`src/rtl/mips_if_pkg.sv`:
```
// Shared types and constants for the MIPS instruction-fetch stage.
package mips_if_pkg;

  localparam int          NB_ADDR_DEF   = 32;
  localparam int          NB_INSTR_DEF  = 32;
  localparam logic [31:0] HALT_WORD_DEF = 32'hFFFF_FFFF;
  localparam int          PC_STEP       = 4;

  // IDLE: one cycle after reset; REQ: read outstanding;
  // HOLD: word parked in the skid buffer; HALT: terminal until reset.
  typedef enum logic [1:0] {
    IDLE = 2'd0,
    REQ  = 2'd1,
    HOLD = 2'd2,
    HALT = 2'd3
  } fetch_state_e;

endpackage

```
`src/rtl/if_instr_buffer.sv`:
```
// IF/ID output register with a single-entry skid buffer.
// load  : a fetched word is presented this cycle
// hold  : downstream stall, output register must not change
// flush : drop both the output and the skid entry
module if_instr_buffer
  import mips_if_pkg::*;
#(
  parameter int NB_ADDR  = NB_ADDR_DEF,
  parameter int NB_INSTR = NB_INSTR_DEF
) (
  input  logic                i_clk,
  input  logic                i_reset,
  input  logic                load,
  input  logic                hold,
  input  logic                flush,
  input  logic [NB_INSTR-1:0] load_instr,
  input  logic [NB_ADDR-1:0]  load_pc,
  output logic [NB_INSTR-1:0] instr,
  output logic [NB_ADDR-1:0]  instr_pc,
  output logic                instr_valid
);

  logic [NB_INSTR-1:0] skid_instr;
  logic [NB_ADDR-1:0]  skid_pc;
  logic                skid_valid;

  // Output/skid update: flush beats everything, a parked word drains first,
  // a new word goes to the skid while stalled, otherwise a bubble is inserted.
  always_ff @(posedge i_clk) begin
    // NOTE: sequential state uses non-blocking assignments so every flop samples pre-edge values.
    if (i_reset) begin
      // NOTE: data registers are reset too because the IF/ID outputs must read zero after reset.
      instr       <= '0;
      instr_pc    <= '0;
      instr_valid <= 1'b0;
      skid_instr  <= '0;
      skid_pc     <= '0;
      skid_valid  <= 1'b0;
    end else if (flush) begin
      instr_valid <= 1'b0;
      skid_valid  <= 1'b0;
    end else if (skid_valid) begin
      if (!hold) begin
        instr       <= skid_instr;
        instr_pc    <= skid_pc;
        instr_valid <= 1'b1;
        skid_valid  <= 1'b0;
      end
    end else if (load) begin
      if (hold) begin
        skid_instr <= load_instr;
        skid_pc    <= load_pc;
        skid_valid <= 1'b1;
      end else begin
        instr       <= load_instr;
        instr_pc    <= load_pc;
        instr_valid <= 1'b1;
      end
    end else if (!hold) begin
      instr_valid <= 1'b0;
    end
  end

endmodule

```
`src/rtl/if_fetch_ctrl.sv`:
```
// Instruction-fetch controller: drives the memory read handshake, selects the
// next PC (sequential, redirect, or hold) and feeds the IF/ID buffer.
module if_fetch_ctrl
  import mips_if_pkg::*;
#(
  parameter int                 NB_ADDR   = NB_ADDR_DEF,
  parameter int                 NB_INSTR  = NB_INSTR_DEF,
  parameter logic [NB_INSTR-1:0] HALT_WORD = NB_INSTR'(HALT_WORD_DEF)
) (
  input  logic                i_clk,
  input  logic                i_reset,
  input  logic [NB_ADDR-1:0]  i_pc,
  output logic [NB_ADDR-1:0]  o_pc_next,
  output logic                o_pc_enable,
  input  logic                i_stall,
  input  logic                i_redirect,
  input  logic [NB_ADDR-1:0]  i_redirect_addr,
  output logic                o_mem_req,
  output logic [NB_ADDR-1:0]  o_mem_addr,
  input  logic                i_mem_ack,
  input  logic [NB_INSTR-1:0] i_mem_rdata,
  output logic [NB_INSTR-1:0] o_instr,
  output logic [NB_ADDR-1:0]  o_instr_pc,
  output logic                o_instr_valid,
  output logic                o_halted
);

  fetch_state_e       state, state_next;
  logic               pend_valid, pend_valid_next;
  logic [NB_ADDR-1:0] pend_addr, pend_addr_next;

  logic               mem_req;
  logic               pc_en;
  logic [NB_ADDR-1:0] pc_next;
  logic               buf_load;
  logic               buf_flush;

  logic [NB_ADDR-1:0] redir_addr;
  logic [NB_ADDR-1:0] pc_inc;
  logic               is_halt;

  // Redirect targets are word aligned; sequential PC wraps modulo 2^NB_ADDR.
  assign redir_addr = i_redirect_addr & ~NB_ADDR'(3);
  assign pc_inc     = i_pc + NB_ADDR'(PC_STEP);
  assign is_halt    = (i_mem_rdata == HALT_WORD);

  // State and pending-redirect registers.
  always_ff @(posedge i_clk) begin
    if (i_reset) begin
      state      <= IDLE;
      pend_valid <= 1'b0;
      pend_addr  <= '0;
    end else begin
      state      <= state_next;
      pend_valid <= pend_valid_next;
      pend_addr  <= pend_addr_next;
    end
  end

  // Next-state, next-PC mux, redirect latch and buffer controls.
  always_comb begin
    // NOTE: every signal gets a default first so no path through the case infers a latch.
    state_next      = state;
    pend_valid_next = pend_valid;
    pend_addr_next  = pend_addr;
    mem_req         = 1'b0;
    pc_en           = 1'b0;
    pc_next         = '0;
    buf_load        = 1'b0;
    buf_flush       = 1'b0;

    case (state)
      IDLE: state_next = REQ;

      REQ: begin
        mem_req = 1'b1;
        if (i_redirect) buf_flush = 1'b1;
        if (i_mem_ack) begin
          pend_valid_next = 1'b0;
          if (i_redirect) begin
            // Wrong-path word: drop it, same-cycle redirect has priority.
            pc_en   = 1'b1;
            pc_next = redir_addr;
          end else if (pend_valid) begin
            pc_en   = 1'b1;
            pc_next = pend_addr;
          end else begin
            buf_load = 1'b1;
            if (is_halt) begin
              // Halt word is delivered but the PC stays on it.
              state_next = HALT;
            end else begin
              pc_en   = 1'b1;
              pc_next = pc_inc;
              if (i_stall) state_next = HOLD;
            end
          end
        end else if (i_redirect) begin
          // The request cannot be cancelled, so remember the newest target.
          pend_valid_next = 1'b1;
          pend_addr_next  = redir_addr;
        end
      end

      HOLD: begin
        if (i_redirect) begin
          buf_flush  = 1'b1;
          pc_en      = 1'b1;
          pc_next    = redir_addr;
          state_next = REQ;
        end else if (!i_stall) begin
          state_next = REQ;
        end
      end

      HALT: state_next = HALT;

      default: state_next = IDLE;
    endcase
  end

  // Handshake and PC load are suppressed while reset is asserted.
  assign o_mem_req   = mem_req & ~i_reset;
  assign o_mem_addr  = o_mem_req ? i_pc : '0;
  assign o_pc_enable = pc_en & ~i_reset;
  assign o_pc_next   = pc_next;
  assign o_halted    = (state == HALT);

  if_instr_buffer #(
    .NB_ADDR  (NB_ADDR),
    .NB_INSTR (NB_INSTR)
  ) u_instr_buffer (
    .i_clk       (i_clk),
    .i_reset     (i_reset),
    .load        (buf_load),
    .hold        (i_stall),
    .flush       (buf_flush),
    .load_instr  (i_mem_rdata),
    .load_pc     (i_pc),
    .instr       (o_instr),
    .instr_pc    (o_instr_pc),
    .instr_valid (o_instr_valid)
  );

endmodule
```
`config.mk`:
```
export PLATFORM = sky130hd
export DESIGN_NAME = if_fetch_ctrl
export DESIGN_NICKNAME = d
export VERILOG_FILES = /design/src/rtl/mips_if_pkg.sv /design/src/rtl/if_instr_buffer.sv /design/src/rtl/if_fetch_ctrl.sv
export SDC_FILE = /design/constraint.sdc
export NUM_CORES = 1
export LEC_CHECK = 0
export ABC_AREA = 1
export CAP_MARGIN = 5
export CORE_MARGIN = 5
export CORE_UTILIZATION = 32
export CTS_CLUSTER_DIAMETER = 80
export DETAILED_ROUTE_END_ITERATION = 10
export GPL_TIMING_DRIVEN = 0
export PLACE_DENSITY = 0.63
export SKIP_CTS_REPAIR_TIMING = 1
export SLEW_MARGIN = 20
export SYNTH_ARGS = -nofsm -noshare
export SYNTH_HDL_FRONTEND = slang
export SYNTH_SLANG_ARGS = --single-unit
export TNS_END_PERCENT = 5
```
`constraint.sdc`:
```
create_clock -name i_clk -period 3.9 [get_ports i_clk]
set_input_delay 0.78 -clock i_clk [delete_from_list [all_inputs] [get_ports i_clk]]
set_output_delay 0.78 -clock i_clk [all_outputs]
set_load 0.02 [all_outputs]
```
==> flow_summary.yaml, run 1 <==
outcome:
  status: "complete, but fails checks"
  violations: "negative setup slack"
worst_setup_path:
  cp.required_ns: 3.12
  r2r-end: "u_instr_buffer.skid_instr[8]$_SDFFE_PP0P_"
  crit_fanout: 5
  critPathKind: "primary input to output port"
  arrival_ns: 3.21
  reg2reg_depth: 9
  r2r_start: "state[0]$_SDFFE_PP0P_"
  worst_setup_path_end_kind: "output port"
  worstSetupStartpointType: "primary input"
  crit_path_start: "i_pc[3]"
  r2r_slack_ns: 1.91
  crit_end: "o_pc_next[20]"
timing:
  fin_ws_ns: -0.0898
  max_freq_mhz: 251
  min_period_ns: 3.99
  whs_ns: 0.488
  maxSlewViolCount: 0
  worst_pin_slew_ns: 0.714
  hold_viol_final: 0
  post-route-period-util_pct: 102
  setup_viol: 1
  maxSlewHeadroom_pct: 52.4
  rsz0062_at_grt: "yes"
  clock_skew_ns: 0.00834
floorplanning:
  dieArea_mm2: 0.0281
  die_w_um: 168
  core_area_mm2: 0.0244
  die_y_um: 168
  start_util_pct: 32.6
  ios: 233
  core.rowCount: 57
drt:
  wl_per_cell_um: 17.6
  viasPerCell: 5.08
  antenna_left: 0
  num_vias: 8914
  firstDrtPassIters: 5
  route.final.wire_length_mm: 30.8
  drc_errors: 0
  drtIter0Drc: 613
synth:
  synthFlopType: "dfxtp_1"
  synth-edff-count: 0
  synthCells: 1167
  syn-cell-area_mm2: 0.00796
  ys_seq_elements: 163
  async_reset_ff_share_pct: 0
  yosysWarnings: 0
  avgSynthCellArea_um2: 6.82
  synthDistinctLibCells: 31
  synth_nets: 1272
  yosysSeqAreaShare_pct: 41.0
global_routing:
  overflow: 0
  grt_usage_pct: 21.2
  grt_pass1_wl_mm: 47.7
  grt_pass1_vias: 8540
  grt_max_degree: 17
  antenna_found_initial: 4
placed_design:
  dp_slack_ns: -0.215
  io_buffers: 229
  gp_congestion: 0.900
  dpl.hpwl_mm: 23.5
final_layout:
  layout_commonest_cell: "a21oi_1"
  utilization_pct: 46.4
  synthToLayoutAreaGrowth_pct: 42.3
  layout_common_cells: "256 x a21oi_1, 200 x clkdlybuf4s50_1, 193 x nor2_1"
  final_layout_size_suffix_gt1_share_pct: 6.51
  final_nets: 1520
min_path:
  hold_path.class: "flip-flop to flip-flop"
cts:
  root_buffer: "clkbuf_16"
  clockBufferDepth: 2
  cts_inserted_buffers: 17
  cts_num_sinks: 163
  clock_latency_ns: 0.44
  clkTransAtPathRegs_ns: 0.06
  tritoncts: "yes"
  htreeDepth: 4
power:
  vdd_drop_max_uv: 226
  p_leak_nw: 5.18
  power_density_mw_per_mm2: 464
  report.power.total_mw: 5.25
flow_run:
  cap_violations: 0
[critical path: stages]
cell             delay [ns]
clkdlybuf4s50_1        0.53
ha_1                   0.20
nand3_1                0.13
nor2_2                 0.18
nand3_1                0.19
nor2_4                 0.18
nand2_1                0.06
nand2_1                0.05
nand3_1                0.11
a21oi_1                0.16
clkdlybuf4s50_1        0.64
[stage by stage]
step / TNS, ns / area, um2 / std cells
after CTS: -4.30 / 11200 / 1752
after detailed placement: -3.85 / 10700 / 1720
after global placement: -4.32 / 10700 / 1720
final: -0.0898 / 11300 / 1753
after floorplan: 0 / 7960 / 1167
after global routing: -0.370 / 11300 / 1753
[kinds of logic (layout without fill, tap and decap cells)]
family                     count (synthesis)  count (layout)  share of synthesized area [%]
DFF                                      163             163                           41.0
xor gates and xnor gates                   9               9                          0.990
buffers and inverters                    174             435                           9.23
and+or+nand+nor                          357             357                           19.1
other                                      0               1                              0
AOI/OAI and AO/OA                        460             460                           29.1
adders and majority gates                  4               4                          0.629
[registers in the layout (all words and copies together) (netlist names)]
signal	count
u_instr_buffer.skid_valid	1
u_instr_buffer.instr	32
pend_addr	30
u_instr_buffer.skid_instr	32
u_instr_buffer.skid_pc	32
pend_valid	1
state	2
u_instr_buffer.instr_pc	32
u_instr_buffer.instr_valid	1
[worst min path at each step]
stage	startpoint	endpoint	slack, ns	depth (start not counted)
after floorplan	state[1]$_SDFFE_PP0P_	state[1]$_SDFFE_PP0P_	0.47	2
after global placement	u_instr_buffer.instr_valid$_SDFFE_PP0P_	u_instr_buffer.instr_valid$_SDFFE_PP0P_	0.46	2
after detailed placement	u_instr_buffer.instr_valid$_SDFFE_PP0P_	u_instr_buffer.instr_valid$_SDFFE_PP0P_	0.47	2
after CTS	u_instr_buffer.instr_valid$_SDFFE_PP0P_	u_instr_buffer.instr_valid$_SDFFE_PP0P_	0.48	2
after global routing	u_instr_buffer.instr_valid$_SDFFE_PP0P_	u_instr_buffer.instr_valid$_SDFFE_PP0P_	0.51	2
final	u_instr_buffer.instr_valid$_SDFFE_PP0P_	u_instr_buffer.instr_valid$_SDFFE_PP0P_	0.49	2
[area by class of cell]
cell class,instances,area (um2)
flip-flops and latches,163,3260
repair buffers,229,2360
plain buffers,83,393
diodes,1,2.50
multi-input cells,830,3980
inverters,91,342
clock inverters,15,150
well taps,324,405
clock buffers,17,425
fillers,2537,13100
[per-layer routing]
layer	global-route usage, %	vias to the layer above	wire length (um)
li1	-	4404	-
met4	6.92	6	703
met2	34.1	330	14400
met1	28.6	4130	13900
met3	4.15	44	1760
met5	0	-	28
[cells in the mapped netlist (3+ instances only)]
| master | count | area [um2] |
|---|---|---|
| nor2_1 | 196 | 736 |
| nand2_1 | 94 | 353 |
| nand3_1 | 28 | 140 |
| clkbuf_1 | 52 | 195 |
| nor2_2 | 6 | 37.5 |
| buf_2 | 23 | 115 |
| a21oi_1 | 256 | 1280 |
| dfxtp_1 | 163 | 3260 |
| buf_6 | 7 | 78.8 |
| xor2_1 | 9 | 78.8 |
| inv_2 | 9 | 33.8 |
| ha_1 | 4 | 50.1 |
| inv_1 | 81 | 304 |
| o21ai_1 | 51 | 255 |
| nand4_1 | 8 | 50.1 |
| nor3_4 | 3 | 48.8 |
| o21ai_0 | 148 | 741 |
| nand2_2 | 3 | 18.8 |
| nor3_1 | 12 | 60.1 |
[report_power, final]
| part | switching (mW) | internal, mW | total [mW] |
|---|---|---|---|
| clock | 0.771 | 0.897 | 1.67 |
| sequential | 0.100 | 1.85 | 1.95 |
| combinational | 0.993 | 0.640 | 1.63 |
| total | 1.86 | 3.39 | 5.25 |
No activity file was read; power rests on OpenSTA's default activity.
==> inputs of run 2 (changes only) <==
--- a/config.mk
+++ b/config.mk
@@ -13,7 +13,6 @@
 export DETAILED_ROUTE_END_ITERATION = 10
 export GPL_TIMING_DRIVEN = 0
 export PLACE_DENSITY = 0.63
-export SKIP_CTS_REPAIR_TIMING = 1
 export SLEW_MARGIN = 20
 export SYNTH_ARGS = -nofsm -noshare
 export SYNTH_HDL_FRONTEND = slang
==> run 2 against run 1 <==
Effect of this change:
- the flow now finishes without violations
- global-route usage about the same
- cell area decreased by 0.96%
- register-to-register slack about the same
- setup slack improved by 0.15 ns
- sequential power about the same
- clock skew increased by 0.00077 ns
- sequential cell count unchanged
- sequential share of layout area increased by 0.28 points
- die area unchanged
- largest cell class unchanged
==> flow_summary.yaml, run 2 (synthesis results as in run 1) <==
drt:
  drc_errors: 0
  num_vias: 8889
  route.final.wire_length_mm: 30.7
  drtIter0Drc: 634
  wl_per_cell_um: 17.5
  antenna_left: 0
  viasPerCell: 5.07
  firstDrtPassIters: 5
power:
  p_leak_nw: 4.83
  report.power.total_mw: 5.22
  vdd_drop_max_uv: 226
  power_density_mw_per_mm2: 466
  seqPwrFrac_pct: 37.4
  p_sw_share_pct: 35.6
  intPower_mw: 3.36
  pwr-share-clk_pct: 31.9
  p_sw_mw: 1.86
  pwr-share-comb_pct: 30.8
placed_design:
  io_buffers: 229
  place_area_mm2: 0.0107
  gp_congestion: 0.900
  dpl.hpwl_mm: 23.5
cts:
  cts_inserted_buffers: 17
  htreeDepth: 4
  clkTransAtPathRegs_ns: 0.06
  tritoncts: "yes"
  cts_num_sinks: 163
  ctsHoldBuffers: 0
  clockBufferDepth: 2
  root_buffer: "clkbuf_16"
  clock_latency_ns: 0.44
timing:
  post-route-period-util_pct: 98.5
  setup_viol: 0
  maxSlewHeadroom_pct: 51.0
  min_period_ns: 3.84
  max_freq_mhz: 260
  hold_viol_final: 0
  rsz0062_at_grt: "yes"
  whs_ns: 0.479
  maxSlewViolCount: 0
  finalSetupTns_ns: 0
  clock_skew_ns: 0.00911
  worst_pin_slew_ns: 0.735
floorplanning:
  ios: 233
  dieArea_mm2: 0.0281
  die_y_um: 168
  die_w_um: 168
  core.rowCount: 57
  core_area_mm2: 0.0244
  start_util_pct: 32.6
final_layout:
  layout_common_cells: "256 x a21oi_1, 198 x clkdlybuf4s50_1, 193 x nor2_1"
  final_nets: 1520
  synthToLayoutAreaGrowth_pct: 40.9
  final_cell_area_mm2: 0.0112
  final_layout_size_suffix_gt1_share_pct: 6.79
  layout_commonest_cell: "a21oi_1"
  utilization_pct: 46.0
flow_run:
  cap_violations: 0
global_routing:
  grt_usage_pct: 21.2
  grt_pass1_vias: 8540
  grt_pass1_wl_mm: 47.7
  antenna_found_initial: 4
  grt_max_degree: 17
  overflow: 0
worst_setup_path:
  reg2reg_depth: 9
  r2r_slack_ns: 1.90
  r2r-end: "u_instr_buffer.skid_instr[8]$_SDFFE_PP0P_"
  critPathBufInv: 3
  crit_fanout: 4
  r2r_start: "state[0]$_SDFFE_PP0P_"
  cp.required_ns: 3.12
  cp.depth: 12
  critPathKind: "primary input to output port"
  cp_slowest_cell: "clkdlybuf4s50_1"
  worst_setup_path_end_kind: "output port"
  arrival_ns: 3.06
  worstSetupStartpointType: "primary input"
  crit_chain: "clkdlybuf4s50_1 > ha_1 > nand3_1 > nor2_2 > nand3_1 > inv_2 > nand4_1 > nand2_1 > nand2_1 > o21a_1 > nor2_1 > dlygate4sd2_1"
  crit_family: "buffers and inverters"
  max_stage_delay_ns: 0.52
outcome:
  status: "finished clean"
min_path:
  whs_endpoint: "u_instr_buffer.instr_valid$_SDFFE_PP0P_"
  hp-start: "u_instr_buffer.instr_valid$_SDFFE_PP0P_"
  hold_depth: 2
  hold_path.class: "flip-flop to flip-flop"
==> run 2: cell count changes in the layout (fill, tap and decap cells not counted), sizes merged <==
cell / before / now
clkbuf: 69 / 73
clkdlybuf4s15: 0 / 1
clkdlybuf4s50: 200 / 198
dlygate4sd2: 0 / 23
dlymetal6s2s: 29 / 3
==> run 2: metrics by stage <==
step	worst slack, ns	instances
global route	-0.0381	1753
CTS	-0.134	1752
global placement	-0.230	1720
floorplan	1.04	1167
finish	0.0578	1753
detailed placement	-0.215	1720
==> run 2: worst max-delay path by stage <==
stage / from / endpoint / slack [ns]
global placement: i_pc[3] / o_pc_next[18] / -0.23
detailed placement: i_pc[3] / o_pc_next[18] / -0.21
floorplan: i_pc[2] / o_pc_next[18] / 1.04
global route: i_pc[3] / o_pc_next[30] / -0.04
finish: i_pc[3] / o_pc_next[30] / 0.06
CTS: i_mem_rdata[18] / o_pc_next[7] / -0.13
==> run 2: what timing repair did <==
item                                    in CTS  in global routing
buffers inserted                             0                  0
gates resized for setup                     30                 18
pin swaps                                    0                  1
gates cloned                                 0                  0
endpoints found under the setup margin      28                 24
==> run 2: power by group through the flow <==
| stage | sequential, mW | combinational [mW] | clock, mW |
|---|---|---|---|
| 3_5_place_dp | 1.99 | 1.63 | 0 |
| 5_1_grt | 1.97 | 1.75 | 1.75 |
| 6_report | 1.95 | 1.61 | 1.67 |
| 2_1_floorplan | 2.05 | 0.806 | 0 |
| 4_1_cts | 1.95 | 1.61 | 1.69 |
| 3_3_place_gp | 1.98 | 1.63 | 0 |
==> run 2: metal layers <==
metal | share of wire [%] | GRT usage, % | up-vias
met2 | 47 | 34.1 | 330
met5 | 0.091 | 0 | -
met3 | 5.9 | 4.10 | 46
li1 | - | - | 4414
met1 | 45 | 28.6 | 4093
met4 | 2.4 | 6.92 | 6
==> run 2: cell type report <==
class / instances / area (um2)
clock buffer: 17 / 425
inverter: 91 / 342
clock inverter: 15 / 150
timing repair buffer: 229 / 2250
sequential: 163 / 3260
tap: 324 / 405
antenna: 1 / 2.50
fill: 2547 / 13200
multi-input combinational: 830 / 3990
buffer: 83 / 393
==> run 2: worst min-delay path, stage by stage, from the launching register on <==
cell and delay (ns):
dfxtp_1 0.31, nand3_1 0.07, o21ai_1 0.05
==> inputs of run 3 (changes only) <==
--- a/config.mk
+++ b/config.mk
@@ -8,11 +8,12 @@
 export ABC_AREA = 1
 export CAP_MARGIN = 5
 export CORE_MARGIN = 5
-export CORE_UTILIZATION = 32
+export CORE_UTILIZATION = 40
 export CTS_CLUSTER_DIAMETER = 80
+export CTS_CLUSTER_SIZE = 12
 export DETAILED_ROUTE_END_ITERATION = 10
 export GPL_TIMING_DRIVEN = 0
-export PLACE_DENSITY = 0.63
+export PLACE_DENSITY = 0.74
 export SLEW_MARGIN = 20
 export SYNTH_ARGS = -nofsm -noshare
 export SYNTH_HDL_FRONTEND = slang
==> constraint.sdc (replaced) <==
create_clock -name i_clk -period 3.9 [get_ports i_clk]
set_input_delay 0.39 -clock i_clk [delete_from_list [all_inputs] [get_ports i_clk]]
set_output_delay 0.39 -clock i_clk [all_outputs]
set_load 0.02 [all_outputs]
==> run 3 against run 2 <==
Effect of this change:
- non-clock buffer count unchanged
- utilization up 12 points
- count of clock-buffer cells in the layout unchanged
- sequential share of layout area about the same
- cell area about the same
- largest power group unchanged
==> flow_summary.yaml, run 3 (synthesis results as in run 1) <==
final_layout:
  antennaDiodeCount: 0
  final_layout_size_suffix_gt1_share_pct: 6.16
  final_nets: 1520
  synthToLayoutAreaGrowth_pct: 41.0
  stdcell_count: 1693
  layout_common_cells: "256 x a21oi_1, 229 x clkdlybuf4s50_1, 196 x nor2_1"
  utilization_pct: 57.5
  fillerInstances: 1890
  layout_commonest_cell: "a21oi_1"
  final_cell_area_mm2: 0.0112
power:
  p_leak_nw: 4.70
  vdd_drop_max_uv: 366
  report.power.total_mw: 5.43
  power_density_mw_per_mm2: 483
drt:
  drtIter0Drc: 699
  route.final.wire_length_mm: 29.1
  antenna_left: 0
  firstDrtPassIters: 5
  drc_errors: 0
  viasPerCell: 5.28
  num_vias: 8943
  wl_per_cell_um: 17.2
cts:
  root_buffer: "clkbuf_16"
  cts_num_sinks: 163
  tritoncts: "yes"
  htreeDepth: 4
  cts_inserted_buffers: 17
  clock_latency_ns: 0.43
  ctsResizeCount: 0
  post_cts_buffers: 0
  clkTransAtPathRegs_ns: 0.07
  clockBufferDepth: 2
  ctsHoldBuffers: 0
timing:
  clock_skew_ns: 0.00869
  maxSlewViolCount: 0
  finalSetupTns_ns: 0
  hold_viol_final: 0
  min_period_ns: 3.35
  maxSlewHeadroom_pct: 45.7
  post-route-period-util_pct: 86.0
  rsz0062_at_grt: "no"
  max_freq_mhz: 298
  worst_pin_slew_ns: 0.814
  setup_viol: 0
global_routing:
  antenna_found_initial: 0
  grt_max_degree: 17
  grt_pass1_vias: 8509
  grt_usage_pct: 25.2
  grt_pass1_wl_mm: 45.4
  overflow: 0
min_path:
  hold_path.class: "primary input to flip-flop"
worst_setup_path:
  arrival_ns: 2.96
  cp.required_ns: 3.51
  critPathBufInv: 2
  crit_chain: "clkdlybuf4s50_1 > ha_1 > nand3_1 > nor2_2 > nand2_1 > nor2_1 > nor2_1 > or2_1 > a21oi_1 > clkdlybuf4s50_1"
  worst_setup_path_end_kind: "output port"
  critPathKind: "primary input to output port"
  crit_fanout: 4
  max_stage_delay_ns: 0.66
  worstSetupStartpointType: "primary input"
  cp_slowest_cell: "clkdlybuf4s50_1"
  crit_family: "buffers and inverters"
floorplanning:
  dieArea_mm2: 0.0228
  die_w_um: 151
  core_area_mm2: 0.0195
  ios: 233
  die_y_um: 151
  core.rowCount: 51
  start_util_pct: 40.8
placed_design:
  io_buffers: 229
  dp_cells: 1661
  place_area_mm2: 0.0106
  gp_congestion: 0.893
  dpl.hpwl_mm: 22.3
flow_run:
  cap_violations: 0
outcome:
  status: "finished clean"
## run 3: cell count changes in the layout (fill, tap and decap cells not counted), moves of 3 or more
cell,before,now
clkdlybuf4s50_1,198,229
dlygate4sd2_1,23,0
clkbuf_2,4,0
bufinv_16,1,4
dlymetal6s2s_1,3,0
nor2_1,193,196
## run 3: metal layers
layer	share of wire [%]	wire, um	vias up	track usage, %
met5	0	0	-	0
met4	2.4	699	0	8.39
met3	7.9	2290	48	5.45
met2	46	13300	365	39.7
met1	44	12900	4133	34.3
li1	-	-	4397	-
## run 3: worst register-to-register path, delay by kind of cell, from the launching register on
family / cells / cell delay [ns]
flops: 1 / 0.38
fa+ha+maj: 1 / 0.27
compound gates: 2 / 0.25
simple gates: 3 / 0.40
buf+inv: 3 / 0.65
## run 3: path summary, 6_finish.rpt
path	from	to	slack [ns]	depth (start not counted)
worst max-delay path	i_pc[3]	o_pc_next[18]	0.55	10
worst max register to register	state[0]$_SDFFE_PP0P_	u_instr_buffer.skid_pc[25]$_SDFFE_PP0P_	1.88	9
worst min register to register	u_instr_buffer.instr_valid$_SDFFE_PP0P_	u_instr_buffer.instr_valid$_SDFFE_PP0P_	0.49	2
worst min-delay path	i_redirect	pend_valid$_SDFFE_PP0P_	0.36	3
## run 3: final cells by class
type	count	area [um2]	area share (%)
buffer	83	393	3.50
clock buffer	17	425	3.79
clock inverter	15	219	1.95
inverter	91	342	3.04
multi-input combinational	830	3960	35.3
sequential	163	3260	29.1
tap	265	332	2.95
timing repair buffer	229	2290	20.4
## run 3: per-stage QoR
stage / hold WS, ns / worst slack [ns]
after floorplan: 0.459 / 1.82
after detailed placement: 0.476 / 0.555
final: 0.355 / 0.545
after global routing: 0.387 / 0.381
after global placement: 0.462 / 0.550
after CTS: 0.339 / 0.531
## run 3: power by group
group	internal, mW	switching [mW]	leakage [nW]
clock network	1.09	0.745	0.314
logic	0.649	0.987	3.06
registers	1.85	0.101	1.32
